<file path="src/rtl/flash_req_arbiter.sv">
// flash_req_arbiter: shares one SPI flash controller between two requesters.
// It grants one requester at a time using round-robin order and latches that
// requester's command. The command is held stable until the controller
// answers or the timeout expires. Each command is followed by one idle GAP
// cycle before the next arbitration.
//
// Handshake: a requester raises mX_req with write/addr/wdata stable and keeps
// them until mX_ack pulses. In the cycle after mX_ack the requester must have
// req low. Otherwise IDLE samples req as a fresh request. Toward the
// controller, flash_en is high for the whole command and the command fields do
// not change while it is high. A single-cycle flash_ready ends the command.
// flash_data_out is sampled only in the flash_ready cycle.
module flash_req_arbiter #(
    parameter int TIMEOUT_CYCLES = 5_000_000,
    parameter int CNT_W          = 23
) (
    input  logic        clk_50MHz,
    input  logic        reset,

    input  logic        m0_req,
    input  logic        m0_write,
    input  logic [23:0] m0_addr,
    input  logic [31:0] m0_wdata,
    output logic        m0_ack,
    output logic        m0_err,
    output logic [31:0] m0_rdata,

    input  logic        m1_req,
    input  logic        m1_write,
    input  logic [23:0] m1_addr,
    input  logic [31:0] m1_wdata,
    output logic        m1_ack,
    output logic        m1_err,
    output logic [31:0] m1_rdata,

    output logic        flash_en,
    output logic        flash_write,
    output logic [23:0] flash_addr,
    output logic [31:0] flash_data_in,
    input  logic [31:0] flash_data_out,
    input  logic        flash_ready,

    output logic        busy,
    output logic        owner,
    output logic [1:0]  fsm_state
);

    typedef enum logic [1:0] {
        ST_IDLE = 2'd0,
        ST_BUSY = 2'd1,
        ST_GAP  = 2'd2
    } state_t;

    // The controller works on word addresses, so the byte-lane bits are cleared.
    localparam logic [23:0]      ADDR_MASK = 24'hFF_FFFC;
    localparam logic [CNT_W-1:0] CNT_LAST  = CNT_W'(TIMEOUT_CYCLES - 1);

    state_t           state;
    state_t           state_nxt;
    logic [CNT_W-1:0] cnt;
    logic             last;
    logic             grant_valid;
    logic             grant_sel;
    logic             grant;
    logic             timeout_hit;
    logic             done;

    // Round-robin winner: on a tie the port that was not granted last wins.
    always_comb begin
        grant_valid = m0_req | m1_req;
        grant_sel   = 1'b0;
        if (m0_req && m1_req) begin
            grant_sel = ~last;
        end else if (m1_req) begin
            grant_sel = 1'b1;
        end
    end

    assign grant       = (state == ST_IDLE) && grant_valid;
    assign timeout_hit = (state == ST_BUSY) && (cnt == CNT_LAST);
    // The command ends on a flash_ready pulse or at the timeout limit.
    // A flash_ready pulse in IDLE or GAP is ignored.
    assign done        = (state == ST_BUSY) && (flash_ready || timeout_hit);

    // Next-state logic: IDLE -> BUSY on grant, BUSY -> GAP on done, GAP -> IDLE.
    always_comb begin
        state_nxt = state;
        unique case (state)
            ST_IDLE: if (grant_valid) state_nxt = ST_BUSY;
            ST_BUSY: if (done)        state_nxt = ST_GAP;
            ST_GAP:                   state_nxt = ST_IDLE;
            default:                  state_nxt = ST_IDLE;
        endcase
    end

    // State register. A reset in any state returns to IDLE on the next edge.
    always_ff @(posedge clk_50MHz) begin
        if (reset) begin
            state <= ST_IDLE;
        end else begin
            state <= state_nxt;
        end
    end

    // Timeout counter: cleared while IDLE so it starts at 0 in the first
    // BUSY cycle. It counts up only in BUSY, so it cannot wrap before the limit.
    always_ff @(posedge clk_50MHz) begin
        if (reset) begin
            cnt <= '0;
        end else if (state == ST_IDLE) begin
            cnt <= '0;
        end else if (state == ST_BUSY) begin
            cnt <= cnt + CNT_W'(1);
        end
    end

    // Command capture on grant. The fields stay frozen until the next grant.
    always_ff @(posedge clk_50MHz) begin
        if (reset) begin
            owner         <= 1'b0;
            last          <= 1'b1;
            flash_write   <= 1'b0;
            flash_addr    <= '0;
            flash_data_in <= '0;
        end else if (grant) begin
            owner <= grant_sel;
            last  <= grant_sel;
            if (grant_sel) begin
                flash_write   <= m1_write;
                flash_addr    <= m1_addr & ADDR_MASK;
                flash_data_in <= m1_wdata;
            end else begin
                flash_write   <= m0_write;
                flash_addr    <= m0_addr & ADDR_MASK;
                flash_data_in <= m0_wdata;
            end
        end
    end

    // Completion: a registered ack pulses for the owner. err pulses with the
    // ack only when the timeout ended the command and flash_ready was low.
    // Read data is captured only on a read that got flash_ready.
    always_ff @(posedge clk_50MHz) begin
        if (reset) begin
            m0_ack   <= 1'b0;
            m0_err   <= 1'b0;
            m0_rdata <= '0;
            m1_ack   <= 1'b0;
            m1_err   <= 1'b0;
            m1_rdata <= '0;
        end else begin
            m0_ack <= 1'b0;
            m0_err <= 1'b0;
            m1_ack <= 1'b0;
            m1_err <= 1'b0;
            if (done) begin
                if (owner) begin
                    m1_ack <= 1'b1;
                    m1_err <= ~flash_ready;
                    if (flash_ready && !flash_write) begin
                        m1_rdata <= flash_data_out;
                    end
                end else begin
                    m0_ack <= 1'b1;
                    m0_err <= ~flash_ready;
                    if (flash_ready && !flash_write) begin
                        m0_rdata <= flash_data_out;
                    end
                end
            end
        end
    end

    assign flash_en  = (state == ST_BUSY);
    assign busy      = (state != ST_IDLE);
    assign fsm_state = state;

endmodule

</file>
<file path="config.mk">
export PLATFORM = sky130hd
export DESIGN_NAME = flash_req_arbiter
export DESIGN_NICKNAME = d
export VERILOG_FILES = /design/src/rtl/flash_req_arbiter.sv
export SDC_FILE = /design/constraint.sdc
export NUM_CORES = 1
export LEC_CHECK = 0
export CORE_MARGIN = 8
export CORE_UTILIZATION = 37
export CTS_CLUSTER_SIZE = 20
export DETAILED_ROUTE_END_ITERATION = 10
export PLACE_DENSITY = 0.76
export SETUP_SLACK_MARGIN = 0.05
export SLEW_MARGIN = 10
export SYNTH_ARGS = -nofsm -noshare
export SYNTH_HDL_FRONTEND = slang
export SYNTH_SLANG_ARGS = --single-unit
</file>
<file path="constraint.sdc">
create_clock -name clk_50MHz -period 1.9 [get_ports clk_50MHz]
set_input_delay 0.38 -clock clk_50MHz [delete_from_list [all_inputs] [get_ports clk_50MHz]]
set_output_delay 0.38 -clock clk_50MHz [all_outputs]
set_load 0.01 [all_outputs]
</file>
# Yosys cells after proc, flatten, opt, wreduce, memory -nomap -nowiden
# Cells that the tools add are included.
# totals
register_bits	152
latchBits	0
ramBits	0
rom_bits	0
in_bits	151
word_cells	49
n_memories	0
# op_classes
n_addsub	1
multipliers	0
div_mod_pow	0
n_lt_le_gt_ge	0
n_eq_ne	4
n_shift	0
mux	10
bitwise_logic	5
n_reduce_logical	16
# op_table
cell	n
32-bit two-way mux	1
24-bit two-way mux	1
23-bit by 1-bit adder with 23-bit output, second input constant	1
23-bit equality test, second input constant	1
3-bit AND reduction	2
3-bit OR reduction	2
1-bit logical AND	5
1-bit two-way mux	5
2-bit two-way mux	2
1-bit inverter	4
2-bit case mux with 2 select lines	1
2-bit OR reduction	2
2-bit by 1-bit equality test with 1-bit output, second input constant	1
2-bit zero test	1
2-bit by 1-bit inequality test with 1-bit output, second input constant	1
2-bit inequality test, second input constant	1
2-bit AND reduction	1
2-bit nonzero test	1
1-bit zero test	1
1-bit logical OR	1
1-bit OR	1

# Depth between registers and ports, before layout
# depth
ltp_word	6
ltp_mapped	7
ltp_nobuf	5

# Worst setup path before layout
# No wires, ideal clock.
# synth_timing
path_type	register -> register
from	register cnt[0]
to	register cnt[22]
setup_ns	0.070
t_arrival_ns	1.799
required_time_ns	1.830
slack_ns	0.031
path_stages_with_launch	7
n_path_buf	1
period_less_slack_ns	1.869
cell_sequence	dfxtp_1 ha_1 nand3b_4 or4_1 clkbuf_2 or3_1 a21oi_1
# synth_via
elab_chain_cells	1
# synth_lines
element	line_no	text
from (decl)	60	logic [CNT_W-1:0] cnt;
from (signal assigned)	113	cnt <= cnt + CNT_W'(1);
23-bit by 1-bit adder with 23-bit output	113	
# No other way between the ends.
# A chain may end at the register's enable or synchronous reset.

# Final worst setup path
# Ends and elaborated chain as after synthesis.

==> results.cfg <==
[placed_design]
placedCellCount = 1171
dpl-instance-area_um2 = 9220
hpwl_um = 15400
globalplace.congestion = 0.799
dp_slack_ns = -0.0179
numPortBuffers = 274

[detailed_routing]
wl_met1_um = 7900
wl_met2_um = 9940
drc = 0
drt_first_pass_iters = 4
routed.top_layer = met4
drt-vias-per-instance = 4.88
ant_nets = 0
drt-total-wl_um = 20200
wl_per_cell_um = 16.7
wl_met3_um = 2120
drt-initial-drc-count = 254
vias = 5873

[critical_path]
crit_family = simple AND/OR/NAND/NOR gates
crit_arrival_ns = 2.15
critPathKind = flip-flop to flip-flop
cp_num_buf_inv = 0
required_ns = 2.24
critical_path.max_fanout = 9
cp_slowest_cell = or4_4
slowest_delay_ns = 0.58
crit_path_end_kind = flip-flop
crit_path_start_kind = flip-flop
path_cells = ha_2 -> nand3b_4 -> or4_4 -> or3_1 -> a21oi_1

[synthesis]
synthXorXnorAreaFrac_pct = 1.76
synth_cells = 692
synthMuxAreaShare_pct = 9.40
yosys.area_share.simple_pct = 19.3
synth-compound-area-share_pct = 14.9
ys_ff_latch = 150
synth_top_family_by_area = simple AND/OR/NAND/NOR gates
synthAdderAreaFrac_pct = 0.209
synth-seq-area-share_pct = 50.2
synth.distinct_cells = 40
synth_ff_type = dfxtp_1
synth_area_um2 = 5980
syn_avg_cell_area_um2 = 8.64
async_flop_share_pct = 0
synth_edf_count = 0
yosysWarnings = 0

[sta]
layout_setup_ws_ns = 0.0881
period_share_pct = 95.4
finalHoldViolCount = 0
slew_headroom_pct = 60.7
fmax_ghz = 0.552
grt_setup_unrepaired = yes
fin_skew_ns = 0.0102
drv_slew = 0
finalCriticalPeriod_ns = 1.81
setup_viol = 0
worst_slew_pin_slew_ns = 0.590

[cts]
clk_latency_ns = 0.42
htreeDepth = 4
clock-root-buffer = clkbuf_16
cts_tree = yes
cts.path.max_buffers = 2
cts.sinks = 150
clk_pin_slew_ns = 0.06
postCtsSetupBuffers = 0
cts_buffers = 17

[floorplan]
dieWidth_um = 143
top_level_ports = 281
die_height_um = 143
start_util_pct = 37.8
dieArea_um2 = 20500
rows = 46
core_area_um2 = 15800

[layout]
syn2layout_area_growth_pct = 64.4
drive_gt1_share_pct = 8.81
n_antenna_cell = 0
layout.cells.non_filler = 1203
nFillCells = 1378
fin_area_um2 = 9830
nets = 1126

[job]
drv_cap = 0

[global_routing]
grt_max_degree = 54
overflow = 0
grt_use_total_pct = 19.5
grt_pass1_vias = 5819
antenna_found_initial = 0
grt_pass1_wl_um = 31000

[pwr]
ir_worst_vdd_mv = 0.556
p_leak_nw = 3.56
powerDensity_nw_per_um2 = 850
finalPower_mw = 8.36

[hold_path]
min_path_type = primary input to flip-flop

[outcome]
status = finished clean
placed cells by master (no fill, tap or decap), types with 10 or more instances in the layout:
cell type	Yosys	layout
o21ai_0	10	10
or3_1	10	10
mux2i_1	55	55
buf_4	2	33
dfxtp_1	150	146
nand2_1	137	137
a211oi_1	55	55
a21oi_1	76	76
clkbuf_16	0	17
clkdlybuf4s50_1	0	268
nor2_1	73	73
metrics by stage:
stage | utilization [%] | TNS (ns) | hold WS, ns
2_1_floorplan | - | 0 | 0.453
3_3_place_gp | 58.2 | 0 | 0.441
3_5_place_dp | 58.2 | -0.0553 | 0.446
4_1_cts | 62.1 | 0 | 0.153
5_1_grt | 62.1 | 0 | 0.174
6_report | 62.1 | 0 | 0.181
final cells by class:
class | instances | area (µm²) | area share, %
well taps | 216 | 270 | 2.75
repair buffers | 315 | 3150 | 32.1
multi-input cells | 482 | 2760 | 28.1
inverters | 8 | 30.0 | 0.305
flip-flops and latches | 150 | 3010 | 30.6
clock buffers | 21 | 460 | 4.68
clock inverters | 11 | 148 | 1.50
worst reg2reg max path: cells and delay by family, from the launching register on:
kind / cells / cell delay, ns
flops: 1 / 0.36
compound gates: 1 / 0.14
fa+ha+maj: 1 / 0.20
simple gates: 3 / 1.04
power breakdown:
part	switching, mW	total [mW]	leakage [nW]	internal [mW]
clock network	1.31	3.45	0.286	2.14
logic	0.636	1.48	2.05	0.841
registers	0.105	3.44	1.23	3.33
total	2.05	8.36	3.56	6.31
final timing paths:
path	start	to	slack [ns]	cells past startpoint
worst max-delay path	cnt[0]$_SDFFE_PP0P_	cnt[22]$_SDFFE_PP0P_	0.09	5
worst max register to register	cnt[0]$_SDFFE_PP0P_	cnt[22]$_SDFFE_PP0P_	0.09	5
worst min register to register	m0_rdata[7]$_SDFFE_PP0P_	m0_rdata[7]$_SDFFE_PP0P_	0.45	2
worst min-delay path	reset	fsm_state[0]$_SDFFE_PP0P_	0.18	2
flip-flops by register name (all words and copies together) (netlist names):
register and flops:
flash_write 1, cnt 23, m0_err 1, owner 1, last 1, flash_data_in 32, m1_ack 1, m1_err 1
m1_rdata 32, m0_rdata 32, flash_addr 22, m0_ack 1, fsm_state 2
routing by layer:
metal	up-vias	GRT usage (%)
li1	2962	-
met1	2700	21.2
met2	198	33.0
met3	13	8.55
met4	0	6.54
met5	-	0
cells in the mapped netlist, types with 3 or more instances:
cell	count	area, µm²
nor4_1	6	37.5
nand3_1	5	25.0
inv_1	8	30.0
a21oi_1	76	380
xnor2_1	9	78.8
nor2_1	73	274
and4_1	3	26.3
buf_2	10	50.1
or3_1	10	62.6
clkbuf_1	38	143
nand2_1	137	514
a211oi_1	55	413
o21ai_0	10	50.1
nor3_1	8	40.0
mux2i_1	55	551
xor2_1	3	26.3
nand4_1	7	43.8
nor4b_1	3	26.3
dfxtp_1	150	3000
cells by family after synthesis:
group                    after synthesis
AO/OA/AOI/OAI                        147
buffers and inverters                 61
other                                  1
XOR/XNOR                              12
AND/OR/NAND/NOR                      264
flip-flops                           150
adder cells (fa/ha/maj)                1
multiplexers                          56
timing repair:
action,CTS,global route
endpoints found under the setup margin,13,8
pin swaps,0,3
hold buffers,0,0
resized for setup,9,1
hold endpoints to repair,0,0
Note: power is estimated with default switching activity, not from simulation.
